File: src/rtl/or1200_ic_fetchq_if.sv
// Fetch-queue bus: IC RAM read port, redirect request and decode-side instruction handshake.
// The fetch queue connects through the slave modport; its environment drives the master side.
interface or1200_ic_fetchq_if #(
   parameter int aw = 11
);
   logic          ic_en;
   logic [aw-1:0] ic_addr;
   logic [63:0]   ic_dataout;
   logic          redirect;
   logic [aw:0]   redirect_addr;
   logic          insn_valid;
   logic [31:0]   insn;
   logic [aw:0]   insn_addr;
   logic          insn_ready;

   modport slave (
      output ic_en, ic_addr, insn_valid, insn, insn_addr,
      input  ic_dataout, redirect, redirect_addr, insn_ready
   );

   modport master (
      input  ic_en, ic_addr, insn_valid, insn, insn_addr,
      output ic_dataout, redirect, redirect_addr, insn_ready
   );
endinterface

File: src/rtl/or1200_ic_fetchq.sv
// Instruction fetch queue: reads 64-bit IC lines, splits them into 32-bit words and
// buffers up to depth words ahead of decode; redirect flushes and restarts fetch.
module or1200_ic_fetchq #(
   parameter int aw    = 11,
   parameter int depth = 4
) (
   input  logic               clk,
   input  logic               rst,
   or1200_ic_fetchq_if.slave  bus
);

   localparam int pw = (depth > 1) ? $clog2(depth) : 1;
   localparam int sw = $clog2(depth + 3);
   localparam logic [sw-1:0] occ_lim = sw'(depth - 2);

   typedef struct packed {
      logic [aw:0]  addr;
      logic [31:0]  data;
   } entry_t;

   entry_t        mem [depth];
   logic [pw-1:0] rd_ptr, rd_ptr_n;
   logic [pw-1:0] wr_ptr, wr_ptr_n, wr_ptr1;
   logic [sw-1:0] count, count_n;
   logic [1:0]    pending, pending_n;
   logic [aw:0]   fptr, fptr_n;
   logic [aw:0]   req_addr, req_addr_n;
   logic          issue;
   logic          pop;

   function automatic logic [pw-1:0] ptr_inc(input logic [pw-1:0] p);
      return (p == pw'(depth - 1)) ? '0 : p + pw'(1);
   endfunction

   // Reserving room for a whole line before issuing means returning data always fits.
   assign issue   = rst & ~bus.redirect & ((count + sw'(pending)) <= occ_lim);
   assign pop     = bus.insn_valid & bus.insn_ready & ~bus.redirect;
   assign wr_ptr1 = ptr_inc(wr_ptr);

   assign bus.ic_en      = issue;
   assign bus.ic_addr    = fptr[aw:1];
   assign bus.insn_valid = (count != '0);
   assign bus.insn       = mem[rd_ptr].data;
   assign bus.insn_addr  = mem[rd_ptr].addr;

   // NOTE: every variable gets its hold value first so no path leaves one unassigned (no latch).
   always_comb begin
      rd_ptr_n   = rd_ptr;
      wr_ptr_n   = wr_ptr;
      count_n    = count;
      pending_n  = pending;
      fptr_n     = fptr;
      req_addr_n = req_addr;
      if (bus.redirect) begin
         rd_ptr_n  = '0;
         wr_ptr_n  = '0;
         count_n   = '0;
         pending_n = 2'd0;
         fptr_n    = bus.redirect_addr;
      end else begin
         if (pop)
            rd_ptr_n = ptr_inc(rd_ptr);
         case (pending)
            2'd1:    wr_ptr_n = wr_ptr1;
            2'd2:    wr_ptr_n = ptr_inc(wr_ptr1);
            default: wr_ptr_n = wr_ptr;
         endcase
         // Everything in flight lands this cycle, so pending is also the push count.
         count_n   = count + sw'(pending) - sw'(pop);
         pending_n = 2'd0;
         if (issue) begin
            pending_n  = fptr[0] ? 2'd1 : 2'd2;
            req_addr_n = fptr;
            fptr_n     = {fptr[aw:1] + aw'(1), 1'b0};
         end
      end
   end

   // NOTE: sequential state uses non-blocking assignments so all flops update together.
   always_ff @(posedge clk or negedge rst) begin
      if (!rst) begin
         rd_ptr   <= '0;
         wr_ptr   <= '0;
         count    <= '0;
         pending  <= 2'd0;
         fptr     <= '0;
         req_addr <= '0;
      end else begin
         rd_ptr   <= rd_ptr_n;
         wr_ptr   <= wr_ptr_n;
         count    <= count_n;
         pending  <= pending_n;
         fptr     <= fptr_n;
         req_addr <= req_addr_n;
      end
   end

   // NOTE: queue storage is not reset; count gates visibility so stale contents never escape.
   always_ff @(posedge clk) begin
      if (!bus.redirect && pending != 2'd0) begin
         mem[wr_ptr].addr <= req_addr;
         mem[wr_ptr].data <= req_addr[0] ? bus.ic_dataout[31:0] : bus.ic_dataout[63:32];
         if (pending == 2'd2) begin
            mem[wr_ptr1].addr <= {req_addr[aw:1], 1'b1};
            mem[wr_ptr1].data <= bus.ic_dataout[31:0];
         end
      end
   end

endmodule

File: src/flat_wrapper.sv
// flat-port wrapper written by rule: the top's interface ports become plain ports
module or1200_ic_fetchq_flat 
#(
   parameter int aw    = 11,
   parameter int depth = 4
)
  (clk, rst, bus_ic_en, bus_ic_addr, bus_insn_valid, bus_insn, bus_insn_addr, bus_ic_dataout, bus_redirect, bus_redirect_addr, bus_insn_ready);
  or1200_ic_fetchq_if #(.aw(aw)) bus_i ();
  input  logic clk;
  input  logic rst;
  output wire logic [$bits(bus_i.ic_en)-1:0] bus_ic_en;
  output wire logic [$bits(bus_i.ic_addr)-1:0] bus_ic_addr;
  output wire logic [$bits(bus_i.insn_valid)-1:0] bus_insn_valid;
  output wire logic [$bits(bus_i.insn)-1:0] bus_insn;
  output wire logic [$bits(bus_i.insn_addr)-1:0] bus_insn_addr;
  input wire logic [$bits(bus_i.ic_dataout)-1:0] bus_ic_dataout;
  input wire logic [$bits(bus_i.redirect)-1:0] bus_redirect;
  input wire logic [$bits(bus_i.redirect_addr)-1:0] bus_redirect_addr;
  input wire logic [$bits(bus_i.insn_ready)-1:0] bus_insn_ready;
  assign bus_ic_en = bus_i.ic_en;
  assign bus_ic_addr = bus_i.ic_addr;
  assign bus_insn_valid = bus_i.insn_valid;
  assign bus_insn = bus_i.insn;
  assign bus_insn_addr = bus_i.insn_addr;
  assign bus_i.ic_dataout = bus_ic_dataout;
  assign bus_i.redirect = bus_redirect;
  assign bus_i.redirect_addr = bus_redirect_addr;
  assign bus_i.insn_ready = bus_insn_ready;
  or1200_ic_fetchq #(.aw(aw), .depth(depth)) u_core (.clk(clk), .rst(rst), .bus(bus_i));
endmodule
File: config.mk
export PLATFORM = sky130hd
export DESIGN_NAME = or1200_ic_fetchq_flat
export DESIGN_NICKNAME = d
export VERILOG_FILES = /design/src/rtl/or1200_ic_fetchq_if.sv /design/src/rtl/or1200_ic_fetchq.sv /design/src/flat_wrapper.sv
export SDC_FILE = /design/constraint.sdc
export NUM_CORES = 1
export LEC_CHECK = 0
export BUFFER_PORTS_ARGS = -buffer_cell sky130_fd_sc_hd__clkbuf_2
export CAP_MARGIN = 5
export CORE_MARGIN = 1
export CORE_UTILIZATION = 51
export CTS_BUF_LIST = sky130_fd_sc_hd__clkbuf_4 sky130_fd_sc_hd__clkbuf_8
export CTS_CLUSTER_SIZE = 20
export DETAILED_ROUTE_END_ITERATION = 12
export PLACE_DENSITY_LB_ADDON = 0.08
export SKIP_LAST_GASP = 1
export SLEW_MARGIN = 15
export SYNTH_ARGS = -nofsm -noshare
export SYNTH_HDL_FRONTEND = slang
export SYNTH_SLANG_ARGS = --single-unit
File: constraint.sdc
create_clock -name clk -period 2.65 [get_ports clk]
set_input_delay 0.265 -clock clk [delete_from_list [all_inputs] [get_ports clk]]
set_output_delay 0.265 -clock clk [all_outputs]
set_load 0.005 [all_outputs]
==> reports/metrics.yaml <==
detailed_routing:
  first_pass_iters: 5
  routed_wirelength_microns: 26800
  avgViaCountPerCell: 5.69
  detailroute.via_count: 7776
  ant_nets: 0
  first_iter_violations: 585
  dr_wl_cell_microns: 19.6
  drc: 0
yosys:
  synth.avg_cell_area_sq_um: 11.3
  synth_edf_count: 172
  postSynth.topFlopCell: "sky130_fd_sc_hd__edfxtp_1"
  synthesis.yosys.warnings: 0
  synth.top_cells.by_area: "sky130_fd_sc_hd__edfxtp_1 50%, sky130_fd_sc_hd__nand2_1 10%, sky130_fd_sc_hd__mux4_2 9.5%"
  synth-seq-area-share: 0.582
  syn_inst: 920
  synth.distinct_cells: 55
  yosys_reg_bits: 209
  netlist_area_sq_um: 10400
  postSynthNetCount: 1013
  synthDominantAreaCellType: "sky130_fd_sc_hd__edfxtp_1"
  postSynth.asyncResetShare: 0.158
  synth_top_area_share: 0.496
grt:
  first_global_vias: 7850
  antenna_found_initial: 0
  gr-total-overflow: 0
  grt_max_degree: 48
  groute.usage.overall: 0.262
  grt_first_pass_wirelength_microns: 42400
floorplan:
  core_region_area_sq_um: 19700
  count_of_boundary_i_o_pins: 137
  row_count: 51
  die-area_sq_um: 21000
  die_span_in_x_microns: 145
  die_height_microns: 145
  start_util: 0.529
setup_path:
  cp_cell_sequence: "ha_1 > inv_1 > fa_2 > nor2b_1 > or3_4 > inv_4 > clkbuf_2"
  worst-endpoint-required_ns: 2.38
  cpMaxStageDelayCell: "sky130_fd_sc_hd__fa_2"
  top_fanout_value_on_the_critical_path: 4
  cpPeakStageDelay_ns: 0.58
  critPathArrivalTime_ns: 2.24
  critical_path_class: "flip-flop to output pin"
  setup_crit_end_kind: "output pin"
  cp-start-kind: "flip-flop"
sta:
  layout_min_cycle_time_ns: 2.51
  timing.fmax_mhz: 399
  timing.max_slew.rel_slack: 0.460
  grt_setup_unrepaired: "false"
  tightest_slew_ns: 0.810
  final.setup_skew_ns: 0.0139
  final_period_utilization: 0.946
  setup_viol: 0
  drv_slew: 0
  setup-tns-final_ns: 0
  finalHoldViolations: 0
layout:
  synthToLayoutAreaGrowth_pct: 18.4
  most_common_cell_after_layout_fill_and_taps_aside: "sky130_fd_sc_hd__nand2_1"
  layout.nets: 1170
  most-common-layout-cells: "277 x sky130_fd_sc_hd__nand2_1, 172 x sky130_fd_sc_hd__edfxtp_1, 136 x sky130_fd_sc_hd__clkbuf_2, 124 x sky130_fd_sc_hd__a21oi_1, 46 x sky130_fd_sc_hd__and2_1"
  antenna_cells: 0
  drive_above_1_share: 0.274
  final_cell_area_sq_um: 12300
  final.fill_count: 1639
clocking:
  cts-root-to-sink-buffers: 3
  cts_tree: "yes"
  worst_skew_pair.late_latency_ns: 0.52
  numCtsBuffers: 36
  cts_num_sinks: 209
  clk_transition_reported_paths_ns: 0.06
  htree_levels: 2
  ctsRootBufferMaster: "sky130_fd_sc_hd__clkbuf_8"
run:
  cap_violations: 0
place:
  post_place_cell_area_sq_um: 11500
  globalplace.congestion: 0.803
  hpwl_microns: 16500
  count_of_input_and_output_buffers: 136
min_path:
  hp_class: "primary input to flip-flop"
power:
  vdd_ir_drop_max_uv: 392
  leakage_nw: 4.78
  cellPowerDensity_nw_per_um2: 805
run_status:
  outcome: "finished clean"
[state kept, by name, summed over array words and instances, names as in the netlist]
signal,cells
u_core.count,3
u_core.req_addr,12
u_core.wr_ptr,2
u_core.mem,176
u_core.pending,2
u_core.fptr,12
u_core.rd_ptr,2
[routing by layer]
metal | share of wire | GRT usage | vias to the layer above
met5 | 0 | 0 | -
met4 | 0.016 | 0.0750 | 0
met3 | 0.079 | 0.0513 | 44
met2 | 0.48 | 0.421 | 346
met1 | 0.42 | 0.362 | 3783
li1 | - | - | 3603
[path summary, 6_finish.rpt]
path / depth (start not counted) / startpoint / slack (ns) / end
worst max-delay path: 7 / u_core.pending[0] / 0.14 / bus_ic_en
worst min-delay path: 2 / bus_redirect / 0.05 / u_core.wr_ptr[1]
worst max register to register: 9 / u_core.pending[0] / 0.35 / u_core.fptr[6]
worst min register to register: 1 / u_core.mem[0][32] / 0.45 / u_core.mem[0][32]
max in group asynchronous: 3 / rst / 1.96 / u_core.rd_ptr[0]
min in group asynchronous: 3 / rst / 0.36 / u_core.fptr[4]
[repair_timing]
| action | 4_1_cts | 5_1_grt |
|---|---|---|
| endpoints found under the hold margin | 46 | 0 |
| resized for setup | 1 | 3 |
| setup buffers | 1 | 0 |
| endpoints found under the setup margin | 1 | 1 |
| hold buffers | 14 | 0 |
[synth_stat cells (3+ instances only)]
master	number
sky130_fd_sc_hd__inv_1	15
sky130_fd_sc_hd__buf_1	4
sky130_fd_sc_hd__xnor2_1	3
sky130_fd_sc_hd__nand2b_1	4
sky130_fd_sc_hd__dfrtp_1	33
sky130_fd_sc_hd__nor2_1	14
sky130_fd_sc_hd__and2_1	46
sky130_fd_sc_hd__dfxtp_1	4
sky130_fd_sc_hd__buf_2	15
sky130_fd_sc_hd__a221o_1	4
sky130_fd_sc_hd__buf_4	18
sky130_fd_sc_hd__clkbuf_1	33
sky130_fd_sc_hd__mux4_2	44
sky130_fd_sc_hd__a21oi_1	125
sky130_fd_sc_hd__nor2b_1	8
sky130_fd_sc_hd__nand3_1	5
sky130_fd_sc_hd__a22o_1	8
sky130_fd_sc_hd__a31oi_1	3
sky130_fd_sc_hd__a211o_1	4
sky130_fd_sc_hd__or3_1	3
sky130_fd_sc_hd__o21ai_0	14
sky130_fd_sc_hd__ha_1	12
sky130_fd_sc_hd__a21o_1	8
sky130_fd_sc_hd__nor3_1	3
sky130_fd_sc_hd__a22oi_1	4
sky130_fd_sc_hd__edfxtp_1	172
sky130_fd_sc_hd__nand2_1	277
[stage by stage]
| step | utilization | power (mW) | instances | hold slack [ns] | setup slack [ns] |
|---|---|---|---|---|---|
| final | 0.626 | 9.94 | 1366 | 0.0512 | 0.143 |
| after detailed placement | 0.583 | 7.14 | 1289 | 0.360 | 0.304 |
| after global routing | 0.626 | 10.5 | 1366 | 0.0537 | 0.0358 |
| after CTS | 0.625 | 9.99 | 1366 | 0.0238 | 0.0211 |
| after global placement | 0.583 | 7.10 | 1289 | 0.376 | 0.315 |
| after floorplan | - | 5.99 | 920 | -0.0306 | 0.358 |
[cell families after synthesis]
logic type / Yosys count / synth area share
flip-flops: 209 / 0.582
multiplexers: 45 / 0.0960
AO/OA/AOI/OAI: 186 / 0.104
buffers and inverters: 88 / 0.0414
AND/OR/NAND/NOR: 376 / 0.157
adder cells (fa/ha/maj): 13 / 0.0163
XOR/XNOR: 3 / 0.00252
[report_power, final]
part	total (mW)	internal, mW	leakage (nW)	switching [mW]
Combinational	2.89	1.22	2.49	1.68
Sequential	4.21	3.91	1.93	0.305
Clock	2.84	1.57	0.365	1.26
Total	9.94	6.69	4.78	3.25
[layout make-up]
type                            count  area [sq um]  area share
Inverter                           16          62.6     0.00507
Clock inverter                      6          31.3     0.00253
Tap cell                          265           332      0.0269
Clock buffer                       56           658      0.0533
Timing Repair Buffer              191          1230      0.0995
Sequential cell                   209          6080       0.492
Multi-Input combinational cell    623          3960       0.320
[worst max-delay path, delay by kind of cell, from the launching register on]
kind	cells	cell delay, ns
fa+ha+maj	2	0.72
buf+inv	3	0.24
flops	1	0.34
simple gates	2	0.42
No activity file was read; power rests on OpenSTA's default activity.
